## config.mk

```make
export PLATFORM = sky130hd
export DESIGN_NAME = fire_scheduler
export DESIGN_NICKNAME = d
export VERILOG_FILES = /design/src/rtl/fire_sched_pkg.sv /design/src/rtl/fire_sched_pick.sv /design/src/rtl/fire_scheduler.sv
export SDC_FILE = /design/constraint.sdc
export NUM_CORES = 1
export LEC_CHECK = 0
export CORE_ASPECT_RATIO = 0.7
export CORE_MARGIN = 5
export CORE_UTILIZATION = 50
export CTS_BUF_LIST = sky130_fd_sc_hd__clkbuf_8
export DETAILED_ROUTE_END_ITERATION = 12
export PLACE_DENSITY = 0.79
export SYNTH_ARGS = -nofsm -noshare
export SYNTH_HDL_FRONTEND = slang
export SYNTH_SLANG_ARGS = --single-unit
export TNS_END_PERCENT = 20
```

## constraint.sdc

```tcl
create_clock -name clk -period 3.9 [get_ports clk]
set_input_delay 0.78 -clock clk [delete_from_list [all_inputs] [get_ports clk]]
set_output_delay 0.78 -clock clk [all_outputs]
set_load 0.005 [all_outputs]
```

## src/rtl/fire_sched_pkg.sv

```systemverilog
// Shared types and constants for the fire scheduler: FSM states, selection
// modes, LFSR taps and the fire-index width helper.
package fire_sched_pkg;

  typedef enum logic [1:0] {
    IDLE     = 2'd0,
    RUN      = 2'd1,
    DEADLOCK = 2'd2,
    DONE     = 2'd3
  } state_e;

  localparam int MODE_RR   = 0;
  localparam int MODE_LFSR = 1;

  // Galois form of x^16 + x^14 + x^13 + x^11, shifting right.
  localparam logic [15:0] LFSR_TAPS = 16'hB400;

  function automatic int idx_width(input int n);
    return $clog2(n + 1);
  endfunction

endpackage

```

## src/rtl/fire_sched_pick.sv

```systemverilog
// Rotating priority encoder: first set bit of i_excited at or after i_start,
// wrapping past the top. o_index is N when nothing is set.
module fire_sched_pick
  import fire_sched_pkg::*;
#(
  parameter int N = 8,
  parameter int W = 4
) (
  input  logic [N-1:0] i_excited,
  input  logic [W-1:0] i_start,
  output logic [W-1:0] o_index,
  output logic         o_found
);

  logic [N-1:0] w_rot;
  logic [W-1:0] w_pos;
  logic [W:0]   w_sum;

  // Rotate so that bit 0 of w_rot corresponds to transition i_start.
  assign w_rot = N'({i_excited, i_excited} >> i_start);

  // Lowest set bit of the rotated vector.
  always_comb begin
    w_pos = W'(0);
    for (int j = N - 1; j >= 0; j--) begin
      if (w_rot[j]) begin
        w_pos = W'(j);
      end else begin
        w_pos = w_pos;
      end
    end
  end

  assign w_sum = {1'b0, i_start} + {1'b0, w_pos};

  // Map the rotated position back to an absolute index.
  always_comb begin
    o_found = |w_rot;
    if (!o_found) begin
      o_index = W'(N);
    end else if (w_sum >= (W+1)'(N)) begin
      o_index = W'(w_sum - (W+1)'(N));
    end else begin
      o_index = w_sum[W-1:0];
    end
  end

endmodule

```

## src/rtl/fire_scheduler.sv

```systemverilog
// Picks one excited transition per clock for the circuit model (round-robin or
// LFSR start), counts fires, flags deadlock and budget exhaustion.
// Optional hazard monitor enabled by FIRE_SCHED_PERSIST_CHECK_EN.
module fire_scheduler
  import fire_sched_pkg::*;
#(
  parameter int          N_TRANSITIONS   = 8,
  parameter int          MODE            = 0,
  parameter logic [15:0] SEED            = 16'hACE1,
  parameter int          MAX_FIRES       = 0,
  parameter int          DEADLOCK_CYCLES = 16,
  parameter int          CNT_W           = 32
) (
  input  logic                                clk,
  input  logic                                reset,
  input  logic                                run,
  input  logic [N_TRANSITIONS-1:0]            excited,
  output logic [idx_width(N_TRANSITIONS)-1:0] fire,
  output logic                                fire_valid,
  output logic [CNT_W-1:0]                    fire_count,
  output logic                                deadlock,
  output logic                                done
`ifdef FIRE_SCHED_PERSIST_CHECK_EN
  ,
  output logic                                persist_err,
  output logic [idx_width(N_TRANSITIONS)-1:0] persist_idx
`endif
);

  localparam int W  = idx_width(N_TRANSITIONS);
  localparam int SW = $clog2(DEADLOCK_CYCLES + 1);

  state_e           r_state;
  state_e           w_state_nxt;
  logic [W-1:0]     r_ptr;
  logic [15:0]      r_lfsr;
  logic [SW-1:0]    r_stall;
  logic [CNT_W-1:0] r_fire_count;
  logic             r_deadlock;
  logic             r_done;

  logic             w_active;
  logic             w_no_exc;
  logic [W-1:0]     w_lfsr_low;
  logic [W-1:0]     w_start;
  logic [W-1:0]     w_pick_idx;
  logic             w_pick_found;
  logic [W-1:0]     w_ptr_nxt;
  logic [15:0]      w_lfsr_nxt;
  logic [SW:0]      w_stall_inc;
  logic             w_stall_hit;
  logic [CNT_W-1:0] w_cnt_nxt;
  logic             w_budget_hit;

  assign w_active   = (r_state == RUN) && run;
  assign w_no_exc   = ~|excited;
  assign w_lfsr_low = r_lfsr[W-1:0];

  // Search start: rotating pointer, or the folded low LFSR bits.
  always_comb begin
    if (MODE == MODE_LFSR) begin
      if (w_lfsr_low >= W'(N_TRANSITIONS)) begin
        w_start = w_lfsr_low - W'(N_TRANSITIONS);
      end else begin
        w_start = w_lfsr_low;
      end
    end else begin
      w_start = r_ptr;
    end
  end

  fire_sched_pick #(
    .N (N_TRANSITIONS),
    .W (W)
  ) u_pick (
    .i_excited (excited),
    .i_start   (w_start),
    .o_index   (w_pick_idx),
    .o_found   (w_pick_found)
  );

  // Zero-latency select: the circuit consumes fire on the same edge.
  always_comb begin
    if (w_active && w_pick_found) begin
      fire_valid = 1'b1;
      fire       = w_pick_idx;
    end else begin
      fire_valid = 1'b0;
      fire       = W'(N_TRANSITIONS);
    end
  end

  assign w_ptr_nxt    = (w_pick_idx == W'(N_TRANSITIONS - 1)) ? W'(0) : w_pick_idx + W'(1);
  assign w_lfsr_nxt   = r_lfsr[0] ? ((r_lfsr >> 1) ^ LFSR_TAPS) : (r_lfsr >> 1);
  assign w_stall_inc  = {1'b0, r_stall} + (SW+1)'(1);
  assign w_stall_hit  = w_active && w_no_exc && (w_stall_inc == (SW+1)'(DEADLOCK_CYCLES));
  assign w_cnt_nxt    = (&r_fire_count) ? r_fire_count : r_fire_count + CNT_W'(1);
  assign w_budget_hit = (MAX_FIRES != 0) && fire_valid &&
                        (({1'b0, r_fire_count} + (CNT_W+1)'(1)) == (CNT_W+1)'(MAX_FIRES));

  // Next-state logic; budget exhaustion takes precedence over deadlock.
  always_comb begin
    w_state_nxt = r_state;
    case (r_state)
      IDLE: begin
        if (run) begin
          w_state_nxt = RUN;
        end else begin
          w_state_nxt = IDLE;
        end
      end
      RUN: begin
        if (w_budget_hit) begin
          w_state_nxt = DONE;
        end else if (w_stall_hit) begin
          w_state_nxt = DEADLOCK;
        end else begin
          w_state_nxt = RUN;
        end
      end
      DEADLOCK: w_state_nxt = DEADLOCK;
      DONE:     w_state_nxt = DONE;
      default:  w_state_nxt = IDLE;
    endcase
  end

  // State register plus the pointer, LFSR, stall and fire counters.
  always_ff @(posedge clk) begin
    if (reset) begin
      r_state      <= IDLE;
      r_ptr        <= W'(0);
      r_lfsr       <= SEED;
      r_stall      <= SW'(0);
      r_fire_count <= CNT_W'(0);
      r_deadlock   <= 1'b0;
      r_done       <= 1'b0;
    end else begin
      r_state    <= w_state_nxt;
      r_deadlock <= r_deadlock | (w_state_nxt == DEADLOCK);
      r_done     <= r_done | (w_state_nxt == DONE);
      if (w_active) begin
        r_lfsr  <= w_lfsr_nxt;
        r_stall <= w_no_exc ? w_stall_inc[SW-1:0] : SW'(0);
        if (fire_valid) begin
          r_ptr        <= w_ptr_nxt;
          r_fire_count <= w_cnt_nxt;
        end else begin
          r_ptr        <= r_ptr;
          r_fire_count <= r_fire_count;
        end
      end else begin
        r_lfsr  <= r_lfsr;
        r_stall <= r_stall;
      end
    end
  end

  assign fire_count = r_fire_count;
  assign deadlock   = r_deadlock;
  assign done       = r_done;

`ifdef FIRE_SCHED_PERSIST_CHECK_EN
  logic [N_TRANSITIONS-1:0] r_pend;
  logic                     r_pend_vld;
  logic                     r_persist_err;
  logic [W-1:0]             r_persist_idx;
  logic [N_TRANSITIONS-1:0] w_fired_oh;
  logic [N_TRANSITIONS-1:0] w_viol;
  logic [W-1:0]             w_viol_idx;

  // A transition left pending last running cycle must still be excited now.
  always_comb begin
    w_fired_oh = fire_valid ? ({{(N_TRANSITIONS-1){1'b0}}, 1'b1} << w_pick_idx)
                            : {N_TRANSITIONS{1'b0}};
    if (r_pend_vld && w_active) begin
      w_viol = r_pend & ~excited;
    end else begin
      w_viol = {N_TRANSITIONS{1'b0}};
    end
    w_viol_idx = W'(N_TRANSITIONS);
    for (int j = N_TRANSITIONS - 1; j >= 0; j--) begin
      if (w_viol[j]) begin
        w_viol_idx = W'(j);
      end else begin
        w_viol_idx = w_viol_idx;
      end
    end
  end

  // Pending-set snapshot and first-violation capture.
  always_ff @(posedge clk) begin
    if (reset) begin
      r_pend        <= {N_TRANSITIONS{1'b0}};
      r_pend_vld    <= 1'b0;
      r_persist_err <= 1'b0;
      r_persist_idx <= W'(N_TRANSITIONS);
    end else begin
      if (w_active) begin
        r_pend     <= excited & ~w_fired_oh;
        r_pend_vld <= 1'b1;
      end else begin
        r_pend     <= r_pend;
        r_pend_vld <= r_pend_vld;
      end
      if (!r_persist_err && (|w_viol)) begin
        r_persist_err <= 1'b1;
        r_persist_idx <= w_viol_idx;
      end else begin
        r_persist_err <= r_persist_err;
        r_persist_idx <= r_persist_idx;
      end
    end
  end

  assign persist_err = r_persist_err;
  assign persist_idx = r_persist_idx;
`endif

endmodule
```

==> impl_results.md <==
- Clk buf depth: 2
- RSZ-0062 raised after global routing: true
- Most frequent cells in the layout: dfxtp_1 (43), buf_4 (39), clkdlybuf4s50_1 (37)
- CTS Buf Count: 5
- Register-to-Register Path Depth: 18
- GRT Util Overall: a little under a quarter
- Final wirelength: between 8000 and 9000 um
- Root buffer cell: clkbuf_8
- Clock sinks: 45
- Avg Cell Area, Syn: approximately 8.1 um2
- Clk_skew: about 0.011 ns
- Slew margin rel.: approximately 64%
- Critical Path Sink Type: primary output
- Global-route wire length before repair: approximately 13000 um
- CTS tree: built
- Post-DP HPWL: 5560 um
- Crit path arrival time: 3.38 ns
- Core area: 5640 um2
- Final Hold Fails: 0
- Commonest non-fill, non-tap cell in the layout: dfxtp_1
- Share of post-route cells with drive strength above 1: roughly a quarter
- Die width: 100 um
- Async SR Flop Fraction: 0%
- DR vias: about 3000
- Cell Area, Synth: about 2900 um2
- TritonRoute pass-1 iters: 5
- Largest net degree at the start of global routing: a little over 50
- DR WL/cell: about 16 um
- GRT overflow: 0
- Post-synth EDFFs: 0
- Final ANT Viol Nets: 0
- Port buffer count: 49
- Crit Path Class: in -> out
- Failing checks: negative setup slack
- Area delta synth->final: 37.1%
- DRC errors left: 0
- Via/cell ratio: between 5 and 6
- Placed cell count: 490
- Crit share post-route: 107%
- Period minus WS final: around 4.2 ns
- Net Count, Synth: 370
- Slowest stage cell, crit path: mux4_2
- Die footprint: about 7300 um2
- Final Max Slew Viols: 0
- CP max FO: 3
- Syn Inst Count: approximately 350
- Cts hold-fix bufs: 0
- Tightest Pin Transition: roughly 0.53 ns
- Met1 usage: around 31%
- Final #Nets: 450
- Setup-failing EPs final: 5
- VDD IR max: between 150 and 200 uV
- Met3 Resource Use GR: approximately 5%
- Static Leak: 0.00142 uW
- Die Height: about 73 um
- Iter 0 DRT Violations: 200
- Worst Setup Slack, final: -0.260 ns
- Main synth FF type: dfxtp_1
- Power Total: ~1100 uW
- Starting Density: slightly above 50%
- Later-pin clock latency in the skew report: 0.30 ns
- CP dominant cell by count: buf_6
- Number of distinct library cells after synthesis: between 50 and 60
- Gr busiest metal: met2
- GPL Wtd Cong: 0.996
- Post-Layout Cell Count: ~510
- Vias in the first global route: ~2800
- Max cap viols: 0
- Clock slew at reported path FFs: approximately 0.090 ns
- CP Cell Sequence: buf_6 > nor2b_4 > mux4_2 > a22oi_2 > nand2b_1 > a211o_1 > a21oi_2 > a22o_1 > ha_2 > fa_2 > and2_4 > buf_6
- Max Clock Freq: ~0.24 GHz
- Grt met2 use: a little over a third
- # rows: 23
- Seq/Total Area, Yosys: 31.6%
- Status: complete, but fails checks
- Worst min path class: reg -> reg
- # diodes: 0
- Initial antenna violation count: 0
- IO Pins: 50
- Syn. warnings: 0
- CP peak stage delay: roughly 0.52 ns
- Req. time, crit path: ~3.1 ns
- Crit start category: input port
- Hold path depth: 2
- H-Tree Depth: 2
- Pwr dens: 293 nW/um2
- Hold_ws: slightly below 0.5 ns
- Number of synthesized register bits: between 40 and 50
- Fin util: between 60% and 70%
[flip-flops by register name, summed over array words and instances, names as in the netlist]
name,cells
deadlock,1
done,1
fire_count,32
r_ptr,4
r_stall,5
r_state,2
[area by class of cell]
| cell class | count | area [um2] |
|---|---|---|
| clock buffer | 5 | 68.8 |
| clock inverter | 3 | 42.5 |
| fill | 453 | 1730 |
| inverter | 11 | 41.3 |
| multi-input combinational | 276 | 1950 |
| sequential | 45 | 903 |
| tap | 75 | 93.8 |
| timing repair buffer | 92 | 808 |
[cells by family (layout without fill, tap and decap cells)]
logic type | Yosys count | after routing | synth area share, %
compound gates | 92 | 92 | 18.8
xor+xnor | 4 | 4 | 1.23
fa+ha+maj | 8 | 8 | 3.77
buf+inv | 30 | 111 | 5.79
flops | 45 | 45 | 31.6
mux | 17 | 17 | 8.42
simple gates | 155 | 155 | 30.4
[power by group]
part / total [uW] / internal, uW / leakage [uW] / switching, uW
combinational: 315 / 168 / 0.000995 / 146
clock: 358 / 190 / 0.0000595 / 168
sequential: 471 / 464 / 0.000364 / 7.31
total: 1140 / 822 / 0.00142 / 321
[critical path, delay by kind of cell]
family	cells	cell delay [ns]
mux	1	0.52
buf+inv	2	0.20
fa+ha+maj	2	0.64
simple gates	3	0.36
compound gates	4	0.87
[timing repair]
item | in CTS | in global routing
gates cloned | 0 | 0
endpoints found under the setup margin | 9 | 8
gates resized for setup | 78 | 14
pin swaps | 13 | 7
buffers inserted | 9 | 0
[cell usage after synthesis (3+ instances only)]
library cell  count  area (um2)
nand2_1          24        90.1
nand3_1          17        85.1
or3_1            24         150
mux4_2            4        90.1
ha_1              7        87.6
a21oi_1          39         195
nor3_1            6        30.0
o21ai_1           9        45.0
or4_1             7        52.6
buf_6             6        67.6
nor4_1            4        25.0
dfxtp_1          45         901
and3_1            5        31.3
o21ai_0          20         100
o31ai_1           7        52.6
buf_2             3        15.0
clkbuf_1          7        26.3
xor2_1            3        26.3
and2_1            8        50.1
inv_1            11        41.3
nand4_1           8        50.1
mux2_1            6        67.6
and4_1            3        26.3
mux2i_1           3        30.0
nor2_1           22        82.6
nor2b_1          17         106
[metal layers]
metal | up-vias | routed length [um]
met5 | - | 0
met3 | 14 | 535
met2 | 110 | 3920
li1 | 1456 | -
met1 | 1432 | 3740
met4 | 0 | 98
[worst paths after layout]
check	start	slack [ns]	to
hold / removal	deadlock	0.49	deadlock
hold reg to reg	deadlock	0.49	deadlock
setup reg to reg	r_ptr[1]	0.03	r_ptr[0]
setup / recovery	excited[0]	-0.26	fire[1]
[stage by stage]
step                      setup TNS (ns)  setup WS [ns]  area [um2]
after global placement             -5.26          -1.00        3590
after CTS                         -0.443         -0.186        3850
after global routing               -1.41         -0.361        3910
final                             -0.750         -0.260        3910
after floorplan                        0         0.0111        2860
after detailed placement           -6.25          -1.15        3590
Power figures use the tool's default switching activity.
